[src/rtl/qr_text_pkg.sv]
// Shared constants, state encoding and codeword layout for the QR byte-mode
// text encoder and decoder.
package qr_text_pkg;

    localparam int CW_BYTES     = 44;
    localparam int MAX_TEXT_LEN = CW_BYTES - 2;

    localparam logic [3:0] MODE_BYTE_MODE = 4'b0100;
    localparam logic [7:0] PAD_BYTE0      = 8'hEC;
    localparam logic [7:0] PAD_BYTE1      = 8'h11;
    localparam logic [5:0] LAST_BYTE      = 6'(CW_BYTES - 1);

    typedef enum logic [2:0] {
        ST_IDLE = 3'd0,
        ST_DATA = 3'd1,
        ST_TERM = 3'd2,
        ST_PAD  = 3'd3,
        ST_DONE = 3'd4
    } en_text_state_t;

endpackage

[src/rtl/qr_text_pad_gen.sv]
// Alternating 0xEC / 0x11 pad-byte source; restarts at 0xEC on clr and
// steps to the other value on every adv.
module qr_pad_gen
    import qr_text_pkg::*;
(
    input  logic       clk,
    input  logic       rst,
    input  logic       clr,
    input  logic       adv,
    output logic [7:0] pad_byte
);

    // Pad byte register: clear has priority over advance.
    always_ff @(posedge clk or posedge rst) begin
        if (rst) begin
            pad_byte <= PAD_BYTE0;
        end else if (clr) begin
            pad_byte <= PAD_BYTE0;
        end else if (adv) begin
            pad_byte <= (pad_byte == PAD_BYTE0) ? PAD_BYTE1 : PAD_BYTE0;
        end
    end

endmodule

[src/rtl/en_text.sv]
// Byte-mode QR text encoder: mode, count, nibble-shifted payload, terminator
// and (with QR_ENC_PAD_EN defined) alternating pad bytes into a 44-byte codeword.
module en_text
    import qr_text_pkg::*;
(
    input  logic                    clk,
    input  logic                    rst,
    input  logic                    start,
    input  logic [7:0]              text_len,
    input  logic                    jis8_valid,
    input  logic [7:0]              jis8_code,
    output logic                    jis8_ready,
    output logic [CW_BYTES*8-1:0]   codeword,
    output logic                    en_text_valid,
    output logic                    busy,
    output logic                    len_err
);

    en_text_state_t               state_r;
    en_text_state_t               state_nx;
    logic [CW_BYTES-1:0][7:0]     cw_r;
    logic [3:0]                   carry_r;
    logic [5:0]                   ptr_r;
    logic [5:0]                   cnt_r;
    logic [5:0]                   len_r;
    logic                         len_ok_s;
    logic                         start_ok_s;
    logic                         hs_s;
    logic                         last_char_s;

    assign codeword    = cw_r;
    assign len_ok_s    = (text_len <= 8'(MAX_TEXT_LEN));
    assign start_ok_s  = (state_r == ST_IDLE) && start && len_ok_s;
    assign hs_s        = jis8_valid && jis8_ready;
    assign last_char_s = ((cnt_r + 6'd1) == len_r);

`ifdef QR_ENC_PAD_EN
    logic [7:0] pad_byte;

    qr_pad_gen u_pad_gen (
        .clk      (clk),
        .rst      (rst),
        .clr      (start_ok_s),
        .adv      (state_r == ST_PAD),
        .pad_byte (pad_byte)
    );
`endif

    // Next-state decode.
    always_comb begin
        state_nx = state_r;
        case (state_r)
            ST_IDLE: begin
                if (start_ok_s) begin
                    state_nx = (text_len == 8'd0) ? ST_TERM : ST_DATA;
                end else begin
                    state_nx = ST_IDLE;
                end
            end
            ST_DATA: begin
                if (hs_s && last_char_s) begin
                    state_nx = ST_TERM;
                end else begin
                    state_nx = ST_DATA;
                end
            end
`ifdef QR_ENC_PAD_EN
            ST_TERM: begin
                if (ptr_r < LAST_BYTE) begin
                    state_nx = ST_PAD;
                end else begin
                    state_nx = ST_DONE;
                end
            end
            ST_PAD: begin
                if (ptr_r == LAST_BYTE) begin
                    state_nx = ST_DONE;
                end else begin
                    state_nx = ST_PAD;
                end
            end
`else
            ST_TERM: state_nx = ST_DONE;
`endif
            ST_DONE: state_nx = ST_IDLE;
            default: state_nx = ST_IDLE;
        endcase
    end

    // State, registered status outputs and codeword assembly.
    always_ff @(posedge clk or posedge rst) begin
        if (rst) begin
            state_r       <= ST_IDLE;
            cw_r          <= '0;
            carry_r       <= 4'd0;
            ptr_r         <= 6'd0;
            cnt_r         <= 6'd0;
            len_r         <= 6'd0;
            jis8_ready    <= 1'b0;
            busy          <= 1'b0;
            en_text_valid <= 1'b0;
            len_err       <= 1'b0;
        end else begin
            state_r       <= state_nx;
            busy          <= (state_nx != ST_IDLE);
            jis8_ready    <= (state_nx == ST_DATA);
            en_text_valid <= (state_nx == ST_DONE);
            len_err       <= (state_r == ST_IDLE) && start && !len_ok_s;
            case (state_r)
                ST_IDLE: begin
                    if (start_ok_s) begin
                        len_r   <= text_len[5:0];
                        cw_r    <= {{((CW_BYTES - 1) * 8){1'b0}}, MODE_BYTE_MODE, text_len[7:4]};
                        carry_r <= text_len[3:0];
                        ptr_r   <= 6'd1;
                        cnt_r   <= 6'd0;
                    end
                end
                ST_DATA: begin
                    if (hs_s) begin
                        cw_r[ptr_r] <= {carry_r, jis8_code[7:4]};
                        carry_r     <= jis8_code[3:0];
                        ptr_r       <= ptr_r + 6'd1;
                        cnt_r       <= cnt_r + 6'd1;
                    end
                end
                ST_TERM: begin
                    cw_r[ptr_r] <= {carry_r, 4'b0000};
                    ptr_r       <= ptr_r + 6'd1;
                end
`ifdef QR_ENC_PAD_EN
                ST_PAD: begin
                    cw_r[ptr_r] <= pad_byte;
                    ptr_r       <= ptr_r + 6'd1;
                end
`endif
                default: begin
                end
            endcase
        end
    end

endmodule

[config.mk]
export PLATFORM = sky130hd
export DESIGN_NAME = en_text
export DESIGN_NICKNAME = d
export VERILOG_FILES = /design/src/rtl/qr_text_pkg.sv /design/src/rtl/qr_text_pad_gen.sv /design/src/rtl/en_text.sv
export SDC_FILE = /design/constraint.sdc
export NUM_CORES = 1
export LEC_CHECK = 0
export BUFFER_PORTS_ARGS = -buffer_cell sky130_fd_sc_hd__buf_2
export CAP_MARGIN = 20
export CORE_ASPECT_RATIO = 1.5
export CORE_MARGIN = 5
export CORE_UTILIZATION = 54
export DETAILED_ROUTE_END_ITERATION = 6
export PLACE_DENSITY_LB_ADDON = 0.3
export SKIP_CTS_REPAIR_TIMING = 1
export SLEW_MARGIN = 20
export SYNTH_ARGS = -nofsm -noshare
export SYNTH_HDL_FRONTEND = slang
export SYNTH_SLANG_ARGS = --single-unit
[constraint.sdc]
create_clock -name clk -period 14.6 [get_ports clk]
set_clock_uncertainty 0.2 [all_clocks]
set_input_delay 2.19 -clock clk [delete_from_list [all_inputs] [get_ports clk]]
set_output_delay 2.19 -clock clk [all_outputs]
set_load 0.005 [all_outputs]
==> out/results.txt <==
run status: finished, final reports clean
Synth Area in Compound Gates: 12.1%
Remaining Overflow, GRT: 0
hold_ws: 0.291 ns
Area Growth Syn to Fin: 21.0%
core area: 0.0287 mm2
GRT Total Usage: 28.5%
worst-path fanout max: 198
Final nets: 1797
Crit. End Element: register
DIE WIDTH: 149 um
Max Slew Vio Count: 0
die area: 0.0327 mm2
sequential fraction of the synthesis area: 60.6%
Port Buffers: 375
Pint: 2.07 mW
H-Tree Depth: 2
synth unique cells: 59
Remaining DRCs: 0
clk sink count: 381
power share of the combinational group: 26.1%
CTS Buf Count: 36
final core occ: 66.3%
first-pass GRT wire length: 72200 um
drt total wl: 47800 um
antenna cells: 0
RSZ-0062 raised after global routing: false
fin crit period: 4.94 ns
Final TNS setup: 0 ns
Required @ worst endpoint: 14.80 ns
FMAX: 202 MHz
fill count: 2312
vias in the first global route: 12400
CTS tree: yes
RePlAce Congestion: 0.871
most frequent cells after synthesis: dfrtp_1 (381), nand3_1 (225), o21ai_0 (223)
largest net degree at the start of global routing: 199
register share of total power: 43.6%
worst-margin pin slew: 1.11 ns
Synth area leaders: dfrtp_1 (61%), mux2i_1 (7.8%), nand3_1 (7.2%)
Slew HR: 25.6%
Top Ports: 376
Syn Std Cell Area: 0.0157 mm2
top_reg_cell synth: dfrtp_1
Leak: 9.81 nW
xor/xnor share of the synthesized area: 0.501%
Fin. Hold Viols: 0
Mean Syn Cell Area: 10.7 um2
Post-synth ARST share: 100%
most common cell in the netlist: dfrtp_1
crit path DAT: 5.14 ns
latest clock arrival within the worst-skew pair: 0.52 ns
Longest Clk Path Bufs: 3
Clock Tree Root: clkbuf_16
DR vias/cell: 5.85
Post-DRT Antenna Nets: 0
router iterations before antenna repair: 7
Synth Area in Simple Gates: 15.0%
Synth Instances: 1474
Power Density: 166 mW/mm2
Post-synth EDFFs: 0
crit start category: primary input
DR vias: 12800
syn nets: 1496
initial antenna violation count: 0
Synth area leader: dfrtp_1
HP Class: register to register
Sw Share: 34.5%
CTS clk-pin slew, worst paths: 0.06 ns
Crit Path Category: primary input to register
Max VDD drop: 0.134 mV
Max-Cap Viols: 0
Clk pwr share: 30.3%
top-area cell type share of the netlist area: 60.6%
largest family of logic cells by synthesized area: simple AND/OR/NAND/NOR gates
Post-DP HPWL: 31000 um
DR iter-0 viols: 879
mux cell area share after synthesis: 7.76%
share of layout cells above drive strength 1: 27.4%
fin crit share: 33.8%
# rows: 76
Yosys reg bits: 381
Final Setup Violations: 0
Psw: 1.09 mW
Ys Warns: 0
area share of fa/ha/maj cells after synthesis: 0.159%
detailed-route wire length per cell: 21.8 um
DIE HEIGHT: 219 um
Initial Util: 54.8%
==> path summary, 6_finish.rpt <==
kind / slack, ns / startpoint / depth (start not counted) / end
setup / recovery: 9.66 / text_len[4] / 7 / codeword[136]$_DFFE_PP0P_
hold / removal: 0.29 / codeword[231]$_DFFE_PP0P_ / 2 / codeword[231]$_DFFE_PP0P_
setup reg to reg: 10.79 / state_r[0]$_DFF_PP0_ / 6 / cnt_r[4]$_DFFE_PP0P_
hold reg to reg: 0.29 / codeword[231]$_DFFE_PP0P_ / 2 / codeword[231]$_DFFE_PP0P_
max in group asynchronous: 10.09 / rst / 5 / codeword[271]$_DFFE_PP0P_
min in group asynchronous: 1.60 / rst / 2 / codeword[133]$_DFFE_PP0P_
==> power groups by stage <==
stage	combinational (mW)	sequential (mW)	clock [mW]
after floorplan	0.464	1.36	0
after global placement	0.794	1.38	0
after detailed placement	0.814	1.39	0
after CTS	0.818	1.37	0.969
after global routing	0.897	1.40	1.01
final	0.824	1.38	0.956
==> flip-flops by register name (all words and copies together), names as in the netlist <==
signal and cells:
codeword 352, cnt_r 6, len_r 6, ptr_r 6, carry_r 4, state_r 3
busy 1, en_text_valid 1, jis8_ready 1, len_err 1
==> placed cells by master (no fill, tap or decap), types with 8 or more instances in the layout <==
master,Yosys,routed
a21oi_1,30,29
and3_1,9,9
buf_2,41,375
buf_4,1,16
clkbuf_16,0,37
dfrtp_1,381,381
inv_1,12,11
mux2i_1,122,122
nand2_1,155,150
nand3_1,225,225
nand4_1,11,11
nor2_1,50,49
nor2b_1,8,8
o2111ai_2,3,12
o211ai_1,9,9
o21ai_0,223,223
==> layout make-up <==
type	instances	area [um2]	area share, %
flip-flops and latches	381	9530	50.1
repair buffers	395	2070	10.9
well taps	390	488	2.56
clock buffers	51	1050	5.51
clock inverters	11	141	0.742
multi-input cells	949	5710	30.0
inverters	12	52.6	0.276
==> worst max-delay path, cell delays in order <==
cell	delay, ns
buf_2	0.14
o21ai_1	0.14
o2111ai_4	0.74
buf_12	0.67
buf_4	0.83
nand2_1	0.12
mux2i_1	0.20
==> metrics by stage <==
step	setup WS, ns	instance area, um2	std cells	power (mW)
floorplan	1.62	15700	1474	1.82
global placement	9.31	17800	2124	2.17
detailed placement	9.22	17800	2124	2.20
CTS	9.75	18900	2186	3.16
global route	9.43	19000	2189	3.30
finish	9.66	19000	2189	3.16
==> layer usage <==
layer | share of wire (%) | track usage [%] | up-vias
li1 | - | - | 5781
met3 | 5.9 | 3.84 | 133
met1 | 37 | 35.1 | 6361
met5 | 0 | 0 | -
met4 | 6.1 | 14.8 | 0
met2 | 51 | 48.8 | 528
==> cell families (layout without fill, tap and decap cells) <==
family / count (synthesis) / count (layout)
AOI/OAI and AO/OA: 323 / 323
adders and majority gates: 2 / 2
and+or+nand+nor: 493 / 493
DFF: 381 / 381
buffers and inverters: 144 / 469
xor gates and xnor gates: 9 / 9
muxes: 122 / 122
Power figures use the tool's default switching activity.
